==> config.mk <==
export PLATFORM = sky130hd
export DESIGN_NAME = seq_alu
export DESIGN_NICKNAME = d
export VERILOG_FILES = /design/src/rtl/alu_pkg.sv /design/src/rtl/alu_comb.sv /design/src/rtl/seq_alu.sv
export SDC_FILE = /design/constraint.sdc
export NUM_CORES = 1
export LEC_CHECK = 0
export ABC_CLOCK_PERIOD_IN_PS = 5160
export CAP_MARGIN = 10
export CORE_MARGIN = 1
export CORE_UTILIZATION = 45
export CTS_CLUSTER_SIZE = 25
export DETAILED_ROUTE_END_ITERATION = 16
export GPL_TIMING_DRIVEN = 0
export MAX_ROUTING_LAYER = met4
export PLACE_DENSITY = 0.77
export RECOVER_POWER = 50
export SLEW_MARGIN = 40
export SYNTH_ARGS = -nofsm -noshare
export SYNTH_HDL_FRONTEND = slang
export SYNTH_HIERARCHICAL = 1
export SYNTH_SLANG_ARGS = --single-unit
export TNS_END_PERCENT = 30
==> constraint.sdc <==
create_clock -name clk -period 5.16 [get_ports clk]
set_input_delay 0.774 -clock clk [delete_from_list [all_inputs] [get_ports clk]]
set_output_delay 0.774 -clock clk [all_outputs]
set_load 0.01 [all_outputs]
==> src/rtl/alu_pkg.sv <==
// Shared opcode and FSM state definitions for the execute unit and the ALU decoder.
package alu_pkg;

    // ALU operation codes driven by the decoder on ALUControl
    localparam logic [3:0] ALU_ADD  = 4'b0000;
    localparam logic [3:0] ALU_SUB  = 4'b0001;
    localparam logic [3:0] ALU_SLL  = 4'b0010;
    localparam logic [3:0] ALU_SLT  = 4'b0011;
    localparam logic [3:0] ALU_SLTU = 4'b0100;
    localparam logic [3:0] ALU_XOR  = 4'b0101;
    localparam logic [3:0] ALU_SHR  = 4'b0110;  // SRL, or SRA when ShiftArith=1
    localparam logic [3:0] ALU_OR   = 4'b1000;
    localparam logic [3:0] ALU_AND  = 4'b1001;

    // Sequencer states
    localparam logic [1:0] ST_IDLE  = 2'b00;
    localparam logic [1:0] ST_SHIFT = 2'b01;
    localparam logic [1:0] ST_DONE  = 2'b10;

    // True for the codes handled by the serial shifter
    function automatic logic is_shift_op(input logic [3:0] op);
        return (op == ALU_SLL) || (op == ALU_SHR);
    endfunction

endpackage

==> src/rtl/alu_comb.sv <==
// Single-cycle ALU operations; shift and unused codes produce 0 (shifts run serially upstream).
module alu_comb
    import alu_pkg::*;
#(
    parameter int unsigned WIDTH = 32
) (
    input  logic [3:0]       op_i,
    input  logic [WIDTH-1:0] a_i,
    input  logic [WIDTH-1:0] b_i,
    output logic [WIDTH-1:0] result_o
);

    // Decode the operation code into a combinational result
    always_comb begin
        result_o = '0;
        unique case (op_i)
            ALU_ADD:  result_o = a_i + b_i;
            ALU_SUB:  result_o = a_i - b_i;
            ALU_SLT:  result_o = {{(WIDTH-1){1'b0}}, ($signed(a_i) < $signed(b_i))};
            ALU_SLTU: result_o = {{(WIDTH-1){1'b0}}, (a_i < b_i)};
            ALU_XOR:  result_o = a_i ^ b_i;
            ALU_OR:   result_o = a_i | b_i;
            ALU_AND:  result_o = a_i & b_i;
            default:  result_o = '0;
        endcase
    end

endmodule

==> src/rtl/seq_alu.sv <==
// Multi-cycle execute unit: single-cycle ops in one registered cycle, shifts one bit per cycle.
module seq_alu
    import alu_pkg::*;
#(
    parameter int unsigned WIDTH = 32
) (
    input  logic             clk,
    input  logic             reset,
    input  logic             start,
    input  logic [3:0]       ALUControl,
    input  logic             ShiftArith,
    input  logic [WIDTH-1:0] SrcA,
    input  logic [WIDTH-1:0] SrcB,
    output logic [WIDTH-1:0] ALUResult,
    output logic             Zero,
    output logic             busy,
    output logic             done
);

    localparam int unsigned SW = $clog2(WIDTH);
    localparam logic [SW-1:0] CntOne = 1;

    logic [1:0]       state_q, state_d;
    logic [SW-1:0]    cnt_q, cnt_d;
    logic [WIDTH-1:0] sh_q, sh_d;
    logic             left_q, left_d;
    logic             arith_q, arith_d;
    logic [WIDTH-1:0] result_q, result_d;
    logic             zero_q, zero_d;

    logic [WIDTH-1:0] comb_result;
    logic [WIDTH-1:0] sh_step;
    logic [SW-1:0]    shamt;
    logic             accept;

    alu_comb #(
        .WIDTH (WIDTH)
    ) u_alu_comb (
        .op_i     (ALUControl),
        .a_i      (SrcA),
        .b_i      (SrcB),
        .result_o (comb_result)
    );

    assign shamt  = SrcB[SW-1:0];
    assign accept = start && (state_q != ST_SHIFT);

    // One-bit shift of the working register; SRA replicates the current MSB
    always_comb begin
        if (left_q) begin
            sh_step = {sh_q[WIDTH-2:0], 1'b0};
        end else begin
            sh_step = {arith_q & sh_q[WIDTH-1], sh_q[WIDTH-1:1]};
        end
    end

    // Next-state logic: accept from IDLE/DONE, iterate in SHIFT, retire through DONE
    always_comb begin
        state_d  = state_q;
        cnt_d    = cnt_q;
        sh_d     = sh_q;
        left_d   = left_q;
        arith_d  = arith_q;
        result_d = result_q;
        zero_d   = zero_q;

        if (accept) begin
            if (is_shift_op(ALUControl)) begin
                if (shamt == '0) begin
                    result_d = SrcA;
                    zero_d   = (SrcA == '0);
                    state_d  = ST_DONE;
                end else begin
                    sh_d    = SrcA;
                    cnt_d   = shamt;
                    left_d  = (ALUControl == ALU_SLL);
                    arith_d = (ALUControl == ALU_SHR) && ShiftArith;
                    state_d = ST_SHIFT;
                end
            end else begin
                result_d = comb_result;
                zero_d   = (comb_result == '0);
                state_d  = ST_DONE;
            end
        end else if (state_q == ST_SHIFT) begin
            sh_d  = sh_step;
            cnt_d = cnt_q - CntOne;
            if (cnt_q == CntOne) begin
                result_d = sh_step;
                zero_d   = (sh_step == '0);
                state_d  = ST_DONE;
            end
        end else if (state_q == ST_DONE) begin
            state_d = ST_IDLE;
        end
    end

    // State and datapath registers with synchronous reset
    always_ff @(posedge clk) begin
        if (reset) begin
            state_q  <= ST_IDLE;
            cnt_q    <= '0;
            sh_q     <= '0;
            left_q   <= 1'b0;
            arith_q  <= 1'b0;
            result_q <= '0;
            zero_q   <= 1'b1;
        end else begin
            state_q  <= state_d;
            cnt_q    <= cnt_d;
            sh_q     <= sh_d;
            left_q   <= left_d;
            arith_q  <= arith_d;
            result_q <= result_d;
            zero_q   <= zero_d;
        end
    end

    assign ALUResult = result_q;
    assign Zero      = zero_q;
    assign busy      = (state_q == ST_SHIFT);
    assign done      = (state_q == ST_DONE);

endmodule
# After elaboration in Yosys (flattened, before gate mapping)

Cells that the tools add are included.

Bits in registers: 74

Add/sub/neg operators: 3
$lt $le $gt $ge: 2
Eq/ne operators: 16
Mux-type cells: 26
Bitwise logic cells: 5
Reductions and logical operators: 15

Operators with widths:

| cell                  | number |
|---|---|
| $mux W32              | 10 |
| $pmux W32 S7          | 1 |
| $logic_not A32 Y1     | 3 |
| $lt A32 B32 Y1        | 2 |
| $add A32 B32 Y32      | 1 |
| $and A32 B32 Y32      | 1 |
| $or A32 B32 Y32       | 1 |
| $sub A32 B32 Y32      | 1 |
| $xor A32 B32 Y32      | 1 |
| $mux W5               | 4 |
| $eq A4 B3 Y1 const B  | 3 |
| $mux W2               | 6 |
| $reduce_and A3 Y1     | 3 |
| $eq A4 B2 Y1 const B  | 2 |
| $eq A4 B4 Y1 const B  | 2 |
| $eq A5 B1 Y1 const B  | 1 |
| $logic_not A5 Y1      | 1 |
| $mux W1               | 5 |
| $sub A5 B1 Y5 const B | 1 |
| $eq A4 B1 Y1 const B  | 1 |
| $logic_not A4 Y1      | 1 |
| $ne A2 B1 Y1 const B  | 2 |
| $reduce_bool A2 Y1    | 2 |
| $ne A3 B1 Y1 const B  | 1 |
| other kinds (10)      | 11 |

# Longest topological paths before layout

Gate-level depths: netlist of run 1.

Depth in word-level cells: 6
Mapped depth: 17
Gate-level depth less buffers: 16

# By module

Netlist of run 1, hierarchy kept.

Modules (own cells, without submodules):

| module   | times used | cells an instance | area an instance (um^2) |
|---|---|---|---|
| alu_comb | 1          | 798               | 5,185.0 |
| seq_alu  | 1          | 593               | 4,204.0 |

# Worst setup path after synthesis of run 1

OpenSTA, ideal clock, no wires.

Path type: input to register
From: input SrcA[12]
To: register zero_q (netlist: Zero)
Arrival: 4.240 ns
Data required time: 5.086 ns
Setup slack: 0.846 ns
Stages on the path: 16
Buffers on the path: 2
Cells stage by stage: inv_1 > ha_1 > buf_6 > or4_4 > nand3b_4 > a2111oi_2 > or4_1 > buf_6 > nor2_4 > o41ai_4 > o21ai_1 > a221o_1 > nor4_1 > nand4_1 > or4_1 > a31oi_1

Cells in the longest elaborated chain, start to end: 5
Elaborated cells between the ends (all ways): 13

RTL lines:

| element                                                     | RTL line                       | RTL |
|---|---|---|
| from (decl)                                                 | seq_alu.sv:12                  | `input logic [WIDTH-1:0] SrcA,` |
| $sub A32 B32 Y32 / $add A32 B32 Y32 (equally long branches) | alu_comb.sv:18, alu_comb.sv:17 |  |
| $pmux W32 S7 (*)                                            | alu_comb.sv:16                 | `unique case (op_i)` |
| via comb_result[24]                                         | seq_alu.sv:31                  | `logic [WIDTH-1:0] comb_result;` |
| $logic_not A32 Y1 (*)                                       | seq_alu.sv:82                  | `zero_d = (comb_result == '0);` |
| $mux W1 (*)                                                 | seq_alu.sv:68                  | `if (is_shift_op(ALUControl)) begin` |
| $mux W1 (*)                                                 | seq_alu.sv:67                  | `if (accept) begin` |
| to (signal assigned)                                        | seq_alu.sv:115                 | `zero_q <= zero_d;` |
| to (decl)                                                   | seq_alu.sv:29                  | `logic zero_q, zero_d;` |

The timed path passes the listed nets; every way through them passes the cells marked *. The select of a mux whose other input is x is not followed.
A chain may end at the register's enable or synchronous reset.

# Worst setup path after layout of run 1

From: input SrcB[0]
To: register zero_q (netlist: Zero)

Cells in the longest elaborated chain, start to end: 5
Elaborated cells between the ends (all ways): 14

RTL lines:

| element                                                     | RTL line                       | RTL |
|---|---|---|
| from (decl)                                                 | seq_alu.sv:13                  | `input logic [WIDTH-1:0] SrcB,` |
| $sub A32 B32 Y32 / $add A32 B32 Y32 (equally long branches) | alu_comb.sv:18, alu_comb.sv:17 |  |
| $pmux W32 S7 (*)                                            | alu_comb.sv:16                 |  |
| via comb_result[26]                                         | seq_alu.sv:31                  |  |
| $logic_not A32 Y1 (*)                                       | seq_alu.sv:82                  |  |
| $mux W1 (*)                                                 | seq_alu.sv:68                  |  |
| $mux W1 (*)                                                 | seq_alu.sv:67                  |  |

The timed path passes the listed nets; every way through them passes the cells marked *.

==> results of run 1 <==
==> cell type report <==
type	count	area, um^2	share of cell area [%]
clock buffers	9	225	2.00
multi-input cells	1129	7260	64.6
plain buffers	90	389	3.46
clock inverters	7	70.1	0.624
repair buffers	107	1110	9.87
inverters	96	360	3.21
well taps	270	338	3.01
flip-flops and latches	74	1480	13.2
==> flip-flops by register name, summed over array words and instances (netlist names) <==
signal / cells
left_q: 1
state_q: 2
Zero: 1
arith_q: 1
cnt_q: 5
sh_q: 32
ALUResult: 32
==> routing by layer <==
| layer | vias to the layer above | part of all wire, % |
|---|---|---|
| met1 | 5277 | 42 |
| li1 | 5224 | - |
| met5 | - | 0 |
| met2 | 652 | 43 |
| met3 | 116 | 9.8 |
| met4 | 0 | 4.7 |
==> worst reg2reg max path, cell delays in order (launching register included) <==
cell and delay (ns):
dfxtp_1 0.33, inv_1 0.10, ha_1 0.36, nand2b_1 0.35, clkbuf_1 0.43, clkbuf_1 0.44
nand2_1 0.14, nand3_1 0.18, a21oi_1 0.09
==> synthesized netlist by cell type (all sizes together), types with 11 or more instances <==
master / count
nand3: 90
mux2i: 25
nand4: 13
a21oi: 152
o21ai: 66
buf: 25
o211ai: 52
nor2: 102
nand2: 223
clkbuf: 67
o22ai: 11
ha: 104
nor3: 24
nor2b: 25
nand2b: 14
o21bai: 12
inv: 96
nor4: 26
a211oi: 14
dfxtp: 74
==> power by group through the flow <==
| stage | Sequential, mW | Combinational [mW] | Clock (mW) |
|---|---|---|---|
| final | 0.619 | 0.928 | 0.629 |
| after global routing | 0.622 | 1.00 | 0.655 |
| after CTS | 0.619 | 0.889 | 0.631 |
| after detailed placement | 0.631 | 0.881 | 0 |
| after global placement | 0.630 | 0.872 | 0 |
| after floorplan | 0.633 | 0.555 | 0 |
==> cells by family after synthesis <==
family	count (synthesis)
AO/OA/AOI/OAI	431
XOR/XNOR	2
adder cells (fa/ha/maj)	106
buffers and inverters	188
flip-flops	74
multiplexers	25
AND/OR/NAND/NOR	565
==> repair_timing <==
action / CTS / global route
setup buffers: 1 / 1
pin swaps: 1 / 8
setup endpoints to repair: 1 / 1
cloned: 0 / 0
resized for setup: 8 / 53
==> metrics by stage <==
step / area [um^2] / hold WS, ns
6_report: 11200 / 0.448
5_1_grt: 11200 / 0.466
4_1_cts: 11100 / 0.453
3_5_place_dp: 10800 / 0.444
3_3_place_gp: 10800 / 0.439
2_1_floorplan: 9390 / 0.432
==> path summary, 6_finish.rpt <==
check | startpoint | endpoint | slack [ns] | depth (start not counted)
max | SrcB[0] | Zero$_SDFFE_PP1P_ | 0.20 | 17
min | ALUResult[2]$_SDFFE_PP0P_ | ALUResult[2]$_SDFFE_PP0P_ | 0.45 | 2
max reg2reg | state_q[1]$_SDFFE_PP0P_ | ALUResult[15]$_SDFFE_PP0P_ | 2.61 | 8
min reg2reg | ALUResult[2]$_SDFFE_PP0P_ | ALUResult[2]$_SDFFE_PP0P_ | 0.45 | 2
==> summary.txt, run 1 <==
Route
  – DR pass1 iterations: 5
  – Drt wl/cell: 21.0 um
  – Drt total wl: about 37000 um
  – Iteration-0 DRC count of the detailed router: about 1300
  – # DRC: 0
  – ANT nets after route: 0
  – Vias: 11269
  – Vias/cell: ~6.3

Synth
  – Top-area cell type share of the netlist area: 15.8%
  – Leading area contributor after synthesis: dfxtp_1
  – Ys Warns: 6
  – Adder-cell share of the synthesized area: 14.3%
  – Synth Area in XOR/XNOR: 0.187%
  – Top area cells in the synthesized netlist: dfxtp_1 (16%), ha_1 (14%), nand2_1 (8.9%)
  – Synthesized area per cell: a little under 7 um^2
  – Seq/Total Area, Yosys: 15.8%
  – Asr flop ratio synth: 0%
  – Mapped Nets: 1569
  – Cells after Synth: 1391
  – Dominant synthesized flop cell: dfxtp_1
  – Synth Area in Compound Gates: ~31%
  – Number of unique standard cell types used by synthesis: between 80 and 90
  – Synth Register Bits: 74
  – Main combinational cell family by area after synthesis: compound AO/OA/AOI/OAI gates
  – Synth Cell Area: 9390 um^2
  – Number of synthesized flops with an enable pin: 0
  – Post-Synth Simple-Gate Area: 28.2%
  – Post-synthesis mux area share: 2.67%

Setup path
  – CP Cell Sequence: dlygate4sd2_1, ha_1, inv_1, fa_1, or2b_1, a21oi_1, o211ai_1, nand4_1, and2_1, a21oi_2, o31ai_1, mux2i_1, o221ai_2, nor4_2, nand4_1, or4_1, a31oi_1
  – Most common cell on crit path: nand4_1
  – CP max-delay cell: or4_1
  – CP startpoint kind: input port
  – Worst Path Required: about 5.4 ns
  – Crit-path leading delay family: simple AND/OR/NAND/NOR gates
  – Largest stage delay, worst path: 0.49 ns
  – Crit Path Max Fanout: 7
  – Crit path DAT: 5.23 ns
  – Worst setup EP type: register
  – Bufs and invs on worst path: 2
  – Kind of critical path: input port to register

Layout
  – Ant diodes: 0
  – Final core occ: 55.2%
  – Layout cell share with drive strength beyond 1: 5.89%
  – Filler Cell Count: 2021
  – Layout area overhead: 19.7%
  – Commonest non-fill, non-tap cell in the layout: nand2_1
  – Final net count: approximately 1700
  – Non-filler instance count after layout: around 1800
  – Commonest non-fill, non-tap cells in the layout: nand2_1 (223), a21oi_1 (150), ha_1 (103)

STA
  – Relative slew slack: 21.6%
  – Min Tclk post-route: 4.96 ns
  – Tcrit/Tclk final: 96.2%
  – Clock Skew: roughly 0.0075 ns
  – Worst-margin pin slew: 1.17 ns
  – Fin worst setup slack: 0.195 ns
  – Final hold viol count: 0
  – F_max: 201 MHz
  – RSZ-0062 raised after global routing: false
  – Final Max Slew Viols: 0
  – Fin Setup TNS: 0 ns
  – Setup Viol. Count Final: 0

Clocking
  – CTS tree: done
  – TritonCTS Buffers: 9
  – H-tree depth: 3
  – Hold_buf cts: 0
  – Clock sink count: 74
  – Clk Latency, worst-skew pair: 0.34 ns
  – Reg clk slew, reported paths: 0.06 ns
  – CTS Root Buffer Type: clkbuf_16
  – Clock buffer depth: 2

Global route
  – GR Layer Usage met1: a little under half
  – Vias in the first global route: 10209
  – GR Util met2: 50.6%
  – Gr ovfl total: 0
  – GRT Total Usage: 34.9%
  – Initial antenna violation count: 0
  – GR met3 Demand/Resource: 6.84%
  – Pin count of the biggest net entering global routing: 14
  – Gr busiest metal: met2
  – First-pass GRT wire length: 56900 um

Run
  – Max Cap Viol: 0

Die
  – Die area: 21400 um^2
  – Initial Util: 46.1%
  – Core Region: 20400 um^2
  – Site Rows: 52
  – Die height: between 100 and 150 um
  – Io pins: 107
  – Die Wd: ~150 um

Pwr
  – Net Sw Frac: 39.7%
  – Power per cell area: 194 nW/um^2
  – Final Power: 2.18 mW
  – VDD IR max: 0.142 mV
  – Sw power: 0.864 mW
  – Pleak: 4.71 nW
  – Part of the power in registers: 28.4%
  – Clock power frac: 28.9%
  – Pint: roughly 1.3 mW
  – Combinational cell fraction of total power: 42.6%

Hold path
  – Class of the most critical hold timing path: register to register

Place
  – PortBufs: 105
  – Worst slack, placed: -0.579 ns
  – DP HPWL: about 29000 um
  – Placed Instances: between 1500 and 2000
  – Routability Congestion: 1.00

Outcome
  – Outcome: finished clean
Note: power is estimated with default switching activity, not from simulation.
==> run 2: changes to the inputs <==
--- a/config.mk
+++ b/config.mk
@@ -12,7 +12,6 @@
 export CTS_CLUSTER_SIZE = 25
 export DETAILED_ROUTE_END_ITERATION = 16
 export GPL_TIMING_DRIVEN = 0
-export MAX_ROUTING_LAYER = met4
 export PLACE_DENSITY = 0.77
 export RECOVER_POWER = 50
 export SLEW_MARGIN = 40
==> summary.txt, run 2 (synthesized netlist as in run 1, its figures left out) <==
Clocking
  – Clock buffer depth: 2 (unchanged)
  – CTS Root Buffer Type: clkbuf_16 (unchanged)
  – Clk Latency, worst-skew pair: 0.34 ns (about the same)
  – CTS tree: done (unchanged)
  – Reg clk slew, reported paths: 0.07 ns (was 0.06 ns)
  – Clock sink count: 74 (unchanged)
  – H-tree depth: 3 (unchanged)
  – Hold_buf cts: 0 (unchanged)
  – TritonCTS Buffers: 9 (unchanged)

Global route
  – GRT Total Usage: 34.1% (was 34.9%)
  – First-pass GRT wire length: 57400 um (was 56900 um)
  – Vias in the first global route: 10233 (was 10209)
  – Pin count of the biggest net entering global routing: 15 (was 14)
  – Gr ovfl total: 0 (unchanged)
  – Initial antenna violation count: 0 (unchanged)

Setup path
  – Worst Path Required: 5.44 ns (was 5.43 ns)
  – CP Cell Sequence: clkdlybuf4s50_1, inv_1, ha_4, nor2_2, o311ai_4, a2111oi_4, or4_4, buf_6, o21bai_2, nor2_1, a2111oi_0, o221ai_1, or4_1, or4_1, a31oi_1 (was dlygate4sd2_1, ha_1, inv_1, fa_1, or2b_1, a21oi_1, o211ai_1, nand4_1, and2_1, a21oi_2, o31ai_1, mux2i_1, o221ai_2, nor4_2, nand4_1, or4_1, a31oi_1)
  – CP startpoint kind: input port (unchanged)
  – Most common cell on crit path: or4_1 (was nand4_1)
  – Crit path DAT: 5.43 ns (was 5.23 ns)
  – CP max-delay cell: clkdlybuf4s50_1 (was or4_1)
  – Kind of critical path: input port to register (unchanged)
  – Worst setup EP type: register (unchanged)
  – Crit-path leading delay family: compound AO/OA/AOI/OAI gates (was simple AND/OR/NAND/NOR gates)
  – Crit Path Max Fanout: 8 (was 7)
  – Largest stage delay, worst path: 0.59 ns (was 0.49 ns)
  – Bufs and invs on worst path: 3 (was 2)

Layout
  – Layout area overhead: 20.4% (was 19.7%)
  – Final core occ: 55.5% (was 55.2%)
  – Commonest non-fill, non-tap cell in the layout: nand2_1 (unchanged)
  – Layout cell share with drive strength beyond 1: 6.07% (was 5.89%)
  – Finished Cell Area: 11300 um^2 (was 11200 um^2)
  – Final net count: 1689 (was 1685)
  – Ant diodes: 0 (unchanged)
  – Commonest non-fill, non-tap cells in the layout: nand2_1 (223), a21oi_1 (150), ha_1 (103) (unchanged)
  – Non-filler instance count after layout: 1786 (was 1782)

Route
  – Vias/cell: 6.34 (was 6.32)
  – DR pass1 iterations: 6 (was 5)
  – ANT nets after route: 0 (unchanged)
  – Vias: 11320 (was 11269)
  – # DRC: 0 (unchanged)
  – Drt wl/cell: 21.1 um (was 21.0 um)
  – Iteration-0 DRC count of the detailed router: 1535 (was 1258)
  – Drt total wl: 37700 um (was 37300 um)

STA
  – Worst-margin pin slew: 1.26 ns (was 1.17 ns)
  – Tcrit/Tclk final: 100% (was 96.2%)
  – Clock Skew: 0.0107 ns (was 0.00751 ns)
  – F_max: 194 MHz (was 201 MHz)
  – Min Tclk post-route: 5.16 ns (was 4.96 ns)
  – Hold WS: 0.445 ns (was 0.448 ns)
  – Fin worst setup slack: 0.00125 ns (was 0.195 ns)
  – Relative slew slack: 15.5% (was 21.6%)
  – Final hold viol count: 0 (unchanged)
  – Setup Viol. Count Final: 0 (unchanged)
  – Final Max Slew Viols: 0 (unchanged)

Place
  – DP HPWL: 29400 um (was 29100 um)
  – Placed Instances: 1766 (unchanged)
  – PortBufs: 105 (unchanged)
  – Routability Congestion: 0.980 (was 1.00)
  – Worst slack, placed: -0.594 ns (was -0.579 ns)
  – Dpl cell area: 10800 um^2 (unchanged)

Die
  – Initial Util: 46.1% (unchanged)
  – Die height: 146 um (unchanged)
  – Io pins: 107 (unchanged)
  – Core Region: 20400 um^2 (unchanged)
  – Site Rows: 52 (unchanged)
  – Die Wd: 146 um (unchanged)
  – Die area: 21400 um^2 (unchanged)

Pwr
  – Pleak: 4.73 nW (was 4.71 nW)
  – Power per cell area: 203 nW/um^2 (was 194 nW/um^2)
  – VDD IR max: 0.167 mV (was 0.142 mV)

Run
  – Max Cap Viol: 0 (unchanged)

Hold path
  – Class of the most critical hold timing path: register to register (unchanged)

Outcome
  – Outcome: finished clean (unchanged)
==> run 2: changes by cell type in the layout (fill, tap and decap cells not counted), moves of 2 or more <==
cell / change
inv_6: +2
clkinv_2: -3
dlymetal6s2s_1: -4
clkbuf_2: +2
bufinv_16: +2
buf_4: +3
dlygate4sd2_1: +2
clkdlybuf4s50_1: +2
==> run 2: worst paths after layout <==
path / start / end / slack (ns) / cells past startpoint
max: SrcB[2] / Zero$_SDFFE_PP1P_ / 0.001 / 15
min: ALUResult[7]$_SDFFE_PP0P_ / ALUResult[7]$_SDFFE_PP0P_ / 0.44 / 2
max reg2reg: state_q[1]$_SDFFE_PP0P_ / ALUResult[17]$_SDFFE_PP0P_ / 2.59 / 8
min reg2reg: ALUResult[7]$_SDFFE_PP0P_ / ALUResult[7]$_SDFFE_PP0P_ / 0.44 / 2
==> run 2: what timing repair did <==
action	CTS	global route
setup buffers	2	3
pin swaps	2	11
resized for setup	11	49
endpoints found under the setup margin	1	1
==> run 2: layer usage <==
metal	GRT usage (%)	vias up	share of wire [%]
met2	52.1	661	43
met3	6.31	91	9.7
met1	46.6	5327	42
met4	15.0	0	4.4
li1	-	5241	-
met5	0	-	0
==> run 2: cell type report <==
type	count	area (um^2)
multi-input cells	1129	7260
clock inverters	7	124
plain buffers	91	395
flip-flops and latches	74	1480
inverters	96	360
clock buffers	9	225
repair buffers	110	1120
fillers	2054	9060
well taps	270	338
==> run 2: worst min-delay path, cell delays in order, from the launching register on <==
cell and delay [ns]:
dfxtp_1 0.30, nand2_1 0.05, a21oi_1 0.05
==> run 2: per-stage QoR <==
step | total power [mW] | TNS, ns
after CTS | 2.25 | 0
final | 2.29 | 0
after detailed placement | 1.51 | -0.790
after floorplan | 1.19 | 0
after global placement | 1.50 | -0.703
after global routing | 2.39 | -0.0392
==> run 2: power breakdown <==
group	internal, mW	total [mW]	switching [mW]
Combinational	0.345	0.937	0.591
Clock	0.476	0.736	0.260
Sequential	0.598	0.619	0.0206
==> run 3: changes to the inputs <==
--- a/config.mk
+++ b/config.mk
@@ -9,6 +9,7 @@
 export CAP_MARGIN = 10
 export CORE_MARGIN = 1
 export CORE_UTILIZATION = 45
+export CTS_BUF_LIST = sky130_fd_sc_hd__clkbuf_16
 export CTS_CLUSTER_SIZE = 25
 export DETAILED_ROUTE_END_ITERATION = 16
 export GPL_TIMING_DRIVEN = 0
==> results of run 3 <==
No change in the layout: final DEF, timing and power equal those of run 2.
